==> src/rtl/adder_operand_gen.sv <==
// adder_operand_gen: bounded LFSR operand stream {A,B,C0} for the adder units.
// Define CORNER_CASES_EN to prepend four fixed corner vectors to every run.
module adder_operand_gen #(
    parameter int unsigned      WIDTH       = 64,
    parameter logic [WIDTH-1:0] SEED_A      = WIDTH'(1),
    parameter logic [WIDTH-1:0] SEED_B      = WIDTH'(2),
    parameter int unsigned      NUM_VECTORS = 1024
) (
    input  logic             clk,
    input  logic             rst_n,
    input  logic             start,
    output logic [WIDTH-1:0] A,
    output logic [WIDTH-1:0] B,
    output logic             C0,
    output logic             valid,
    input  logic             ready,
    output logic             busy,
    output logic             done,
    output logic [31:0]      vec_count
);

    localparam logic [WIDTH-1:0] TAPS =
        {5'b11011, {(WIDTH-5){1'b0}}};
    localparam logic [WIDTH-1:0] SA =
        (SEED_A == '0) ? WIDTH'(1) : SEED_A;
    localparam logic [WIDTH-1:0] SB =
        (SEED_B == '0) ? WIDTH'(1) : SEED_B;

`ifdef CORNER_CASES_EN
    localparam int unsigned NCORNER = 4;
    localparam logic [WIDTH-1:0] ZERO = '0;
    localparam logic [WIDTH-1:0] ONES = '1;
    localparam logic [WIDTH-1:0] P55 =
        WIDTH'({WIDTH{2'b01}});
    localparam logic [WIDTH-1:0] PAA = ~P55;

    typedef enum logic [1:0] {
        IDLE, CORNER, RUN, DONE
    } state_t;

    function automatic logic [2*WIDTH:0] corner_vec(
        input logic [1:0] i
    );
        unique case (i)
            2'd0:    corner_vec = {ZERO, ZERO, 1'b0};
            2'd1:    corner_vec = {ONES, ZERO, 1'b1};
            2'd2:    corner_vec = {ONES, ONES, 1'b1};
            default: corner_vec = {P55, PAA, 1'b0};
        endcase
    endfunction

    logic [1:0] idx_q, idx_d;
`else
    localparam int unsigned NCORNER = 0;

    typedef enum logic [1:0] {
        IDLE, RUN, DONE
    } state_t;
`endif

    localparam logic [31:0] LAST =
        32'(NUM_VECTORS + NCORNER - 1);

    function automatic logic [WIDTH-1:0] step(
        input logic [WIDTH-1:0] s
    );
        step = (s >> 1) ^ (s[0] ? TAPS : '0);
    endfunction

    state_t           state_q, state_d;
    logic [WIDTH-1:0] lfsr_a, lfsr_b;
    logic [WIDTH-1:0] la_d, lb_d;
    logic [WIDTH-1:0] step_a, step_b;
    logic [WIDTH-1:0] a_d, b_d;
    logic             c0_d, valid_d, accept;
    logic [31:0]      cnt_d;

    always_comb begin
        state_d = state_q;
        a_d     = A;
        b_d     = B;
        c0_d    = C0;
        valid_d = valid;
        cnt_d   = vec_count;
        la_d    = lfsr_a;
        lb_d    = lfsr_b;
`ifdef CORNER_CASES_EN
        idx_d   = idx_q;
`endif
        step_a  = step(lfsr_a);
        step_b  = step(lfsr_b);
        accept  = valid && ready;
        unique case (state_q)
            IDLE, DONE: begin
                if (start) begin
                    cnt_d   = '0;
                    la_d    = SA;
                    lb_d    = SB;
                    valid_d = 1'b1;
`ifdef CORNER_CASES_EN
                    state_d = CORNER;
                    idx_d   = 2'd0;
                    {a_d, b_d, c0_d} = corner_vec(2'd0);
`else
                    state_d = RUN;
                    a_d     = SA;
                    b_d     = SB;
                    c0_d    = SA[0] ^ SB[0];
`endif
                end
            end
`ifdef CORNER_CASES_EN
            CORNER: begin
                // LFSRs hold their seeds until the corner list is exhausted
                if (accept) begin
                    cnt_d = vec_count + 32'd1;
                    if (idx_q == 2'd3) begin
                        state_d = RUN;
                        a_d     = lfsr_a;
                        b_d     = lfsr_b;
                        c0_d    = lfsr_a[0] ^ lfsr_b[0];
                    end else begin
                        idx_d = idx_q + 2'd1;
                        {a_d, b_d, c0_d} = corner_vec(idx_q + 2'd1);
                    end
                end
            end
`endif
            RUN: begin
                if (accept) begin
                    cnt_d = vec_count + 32'd1;
                    la_d  = step_a;
                    lb_d  = step_b;
                    if (vec_count == LAST) begin
                        state_d = DONE;
                        valid_d = 1'b0;
                    end else begin
                        a_d  = step_a;
                        b_d  = step_b;
                        c0_d = step_a[0] ^ step_b[0];
                    end
                end
            end
            default: state_d = IDLE;
        endcase
    end

    always_ff @(posedge clk or negedge rst_n) begin
        if (!rst_n) begin
            state_q   <= IDLE;
            A         <= '0;
            B         <= '0;
            C0        <= 1'b0;
            valid     <= 1'b0;
            vec_count <= '0;
            lfsr_a    <= SA;
            lfsr_b    <= SB;
`ifdef CORNER_CASES_EN
            idx_q     <= 2'd0;
`endif
        end else begin
            state_q   <= state_d;
            A         <= a_d;
            B         <= b_d;
            C0        <= c0_d;
            valid     <= valid_d;
            vec_count <= cnt_d;
            lfsr_a    <= la_d;
            lfsr_b    <= lb_d;
`ifdef CORNER_CASES_EN
            idx_q     <= idx_d;
`endif
        end
    end

`ifdef CORNER_CASES_EN
    assign busy = (state_q == CORNER) || (state_q == RUN);
`else
    assign busy = (state_q == RUN);
`endif
    assign done = (state_q == DONE);

endmodule
==> config.mk <==
export PLATFORM = sky130hd
export DESIGN_NAME = adder_operand_gen
export DESIGN_NICKNAME = d
export VERILOG_FILES = /design/src/rtl/adder_operand_gen.sv
export SDC_FILE = /design/constraint.sdc
export NUM_CORES = 1
export LEC_CHECK = 0
export ABC_AREA = 0
export CAP_MARGIN = 25
export CORE_MARGIN = 10
export CORE_UTILIZATION = 30
export CTS_BUF_LIST = sky130_fd_sc_hd__clkbuf_8
export CTS_CLUSTER_DIAMETER = 100
export DETAILED_ROUTE_END_ITERATION = 12
export REMOVE_ABC_BUFFERS = 1
export SLEW_MARGIN = 20
export SYNTH_ARGS = -nofsm -noshare
export SYNTH_HDL_FRONTEND = slang
export SYNTH_SLANG_ARGS = --single-unit
==> constraint.sdc <==
create_clock -name clk -period 2 [get_ports clk]
set_input_delay 0.4 -clock clk [delete_from_list [all_inputs] [get_ports clk]]
set_output_delay 0.4 -clock clk [all_outputs]
set_load 0.01 [all_outputs]
==> flow_summary.yaml <==
synthesis:
  syn_inst: 1188
  ys_warn_count: 0
  synth.cell_area_um2: 12320
  postSynthAreaPerCell_um2: 10.37
  synth-edff-count: 0
  synth_seq_cells: 292
  yosysTopAreaCellShare_pct: 58.89
  dominantRegCellSynth: "dfrtp_1"
  synthTopCellsByArea: "dfrtp_1, mux2i_1, o21ai_0"
  synthArstFlopShare_pct: 100.0
  yosysTopAreaCell: "dfrtp_1"
  ys_types: 43
  ys_seq_area_share_pct: 59.32
timing:
  max_clock_freq_mhz: 499.2
  finalCritPeriodShare_pct: 100.2
  drv_slew: 0
  period_minus_slack_ns: 2.003
  setup_ws_ns: -0.003256
  rsz0062_at_grt: "true"
  final-hold-violation-count: 0
  slew_headroom_pct: 62.29
  finalClockSkew_ns: 0.02504
  tightest_slew_ns: 0.5657
  setup_viol: 1
  hold_ws_ns: 0.3082
finish:
  area_growth_syn_to_layout_pct: 35.42
  multiInputGateArea_um2: 4239
  fill_cells: 4037
  finalInstanceArea_um2: 16690
  final-seq-area_um2: 7317
  nNetsFinal: 1444
  drive_above_1_share_pct: 15.10
  diodes: 0
setup_path:
  r2r-end: "A[12]"
  critPathCaptureType: "register"
  cp-start-kind: "register"
  path_cells: "ha_2 -> and4_4 -> nand4_1 -> o21ai_4 -> buf_12 -> buf_12 -> clkbuf_16 -> mux2i_1"
  crit_start: "vec_count[0]"
  crit_required_ns: 2.52
  r2r_slack_ns: -0.003
  cp.arrival_ns: 2.52
  critPathBufInv: 3
  r2r_cells: 8
  path_class: "reg -> reg"
  r2r-start: "vec_count[0]"
  cpMostUsedCell: "buf_12"
  crit_path_max_fanout: 7
  crit_family: "buffers and inverters"
  critical_path.max_stage_delay_ns: 0.35
  cpMaxStageDelayCell: "dfrtp_1"
grt:
  use_met2_pct: 19.85
  grt_pass1_vias: 9830
  antenna_found_initial: 0
  grt_max_degree: 151
  grtUsageMet3_pct: 3.847
  use_met1_pct: 17.22
  grt_pass1_wl_um: 53700
  grt_util_all_layers_pct: 13.04
  overflow: 0
  top_usage_layer: "met2"
detailed_routing:
  postRouteAntennaNets: 0
  wl_um: 33180
  num_vias: 9435
  drt_iter0_drc: 672
  drc: 0
  avgRoutedWirePerCell_um: 16.52
  first_pass_iters: 7
  vias_per_cell: 4.696
floorplan:
  initial_utilization_pct: 30.25
  die-area_um2: 49580
  die_w_um: 222.7
  io_pins: 168
  coreArea_um2: 40740
  rows: 74
  die_h_um: 222.7
place:
  port_buffers: 167
  placed_area_um2: 15190
  gp_congestion: 0.8698
  hpwl_um: 21600
power:
  clockPowerShare_pct: 43.0
  p_comb_share_pct: 9.5
  netSwitchingPower_mw: 3.356
  seqPwrFrac_pct: 47.5
  powerDensity_nw_per_um2: 794.8
  p_int_mw: 9.908
  switching_share_pct: 25.30
  irDropWorstVdd_uv: 395.2
  leakagePower_nw: 7.965
clock_tree:
  clockBufferDepth: 3
  clk_pin_slew_worst_paths_ns: 0.06
  htree_levels: 2
  cts-buffers-inserted: 51
  cts_tree: "built"
  clk_latency_ns: 0.61
  cts-root-buf: "clkbuf_8"
  clock_sinks: 292
worst_hold_path:
  min_path_type: "in -> async"
outcome:
  status: "finished, violations left"
  violations: "negative setup slack"
flow_run:
  maxCapViolations: 0
## stage by stage
stage / utilization (%) / worst slack (ns) / cells / setup TNS [ns] / power (mW)
final: 40.96 / -0.003256 / 2009 / -0.003256 / 13.26
after global routing: 40.96 / -0.08838 / 2009 / -4.726 / 13.91
after CTS: 40.17 / -0.04559 / 1997 / -0.5533 / 13.43
after detailed placement: 37.30 / -0.3906 / 1891 / -40.20 / 7.644
after global placement: 37.30 / -0.3185 / 1891 / -29.81 / 7.621
after floorplan: - / -8.031 / 1104 / -1741.86 / 6.991
## worst reg2reg max path: stages (launching register included)
cell       delay [ns]
dfrtp_1          0.35
ha_2             0.20
and4_4           0.26
nand4_1          0.17
o21ai_4          0.20
buf_12           0.15
buf_12           0.17
clkbuf_16        0.20
mux2i_1          0.21
## layout by cell type (no fill, tap or decap), types with 11 or more instances in the layout
| cell type | netlist | routed |
|---|---|---|
| clkdlybuf4s50_1 | 0 | 80 |
| buf_4 | 12 | 78 |
| dlygate4sd2_1 | 0 | 73 |
| mux2i_1 | 132 | 130 |
| dfrtp_1 | 290 | 284 |
| xnor2_1 | 11 | 11 |
| nand2_1 | 143 | 143 |
| o21ai_0 | 138 | 138 |
| or4_1 | 12 | 11 |
| inv_1 | 130 | 143 |
| clkbuf_8 | 0 | 69 |
| nand3_1 | 135 | 135 |
| a21oi_1 | 15 | 15 |
| buf_12 | 0 | 17 |
| nor2_1 | 12 | 12 |
## synthesized netlist by cell type, types with 2 or more instances
master and instances:
o211ai_1 3, buf_2 4, o31ai_1 10, and4_1 4
mux2i_1 132, buf_4 12, buf_1 3, xor2_1 5
xnor2_1 11, nor3_1 6, clkbuf_1 65, or3_1 5
nand2_1 143, nand2b_1 8, nor4_1 8, dfstp_2 2
nor2b_1 2, nand4_1 10, o311ai_0 3, or4_1 12
a21oi_1 15, dfrtp_1 290, o41ai_1 3, inv_1 130
nand3_1 135, o21ai_0 138, and3_1 2, nor2_1 12
## routing by layer
layer | vias to the layer above | share of wire, % | wire length (um)
li1 | 4507 | - | -
met1 | 4640 | 46 | 15280
met2 | 238 | 45 | 14900
met3 | 50 | 7.0 | 2329
met4 | 0 | 2.0 | 669
met5 | - | 0 | 0
## logic make-up after synthesis
logic type / count (synthesis) / share of synthesized area, %
adders and majority gates: 1 / 0.1015
muxes: 132 / 10.72
and+or+nand+nor: 357 / 14.10
AOI/OAI and AO/OA: 176 / 7.696
buffers and inverters: 214 / 6.925
xor gates and xnor gates: 16 / 1.137
DFF: 292 / 59.32
## layout make-up
class / instances / share of cell area, %
well taps: 532 / 3.989
multi-input cells: 682 / 25.40
repair buffers: 282 / 17.41
clock inverters: 22 / 0.7422
clock buffers: 69 / 5.691
flip-flops and latches: 292 / 43.84
inverters: 130 / 2.924
## sequential cells by signal, summed over array words and instances, names as in the netlist
register   cells
A             64
state_q        2
B             64
vec_count     32
lfsr_b        64
lfsr_a        64
C0             1
valid          1
## power groups by stage
stage	clock network (mW)	registers (mW)	logic [mW]
after global routing	6.18	6.33	1.41
after detailed placement	0	6.42	1.22
final	5.70	6.30	1.26
after CTS	5.91	6.30	1.23
after global placement	0	6.42	1.20
after floorplan	0	6.48	0.509
## timing repair
item                                    in CTS  in global routing
endpoints found under the hold margin       38                  0
hold buffers                                 1                  0
endpoints found under the setup margin     193                228
buffers inserted                            13                  6
pin swaps                                    2                  5
resized for setup                           94                 29
cloned                                       1                  7
## how the worst max path moves through the flow
stage / endpoint / cells after the start
final: A[12] / 8
after global routing: B[3] / 9
after CTS: A[58] / 7
after detailed placement: lfsr_b[27] / 5
after global placement: lfsr_b[20] / 6
after floorplan: A[0] / 5
Note: power is estimated with default switching activity, not from simulation.
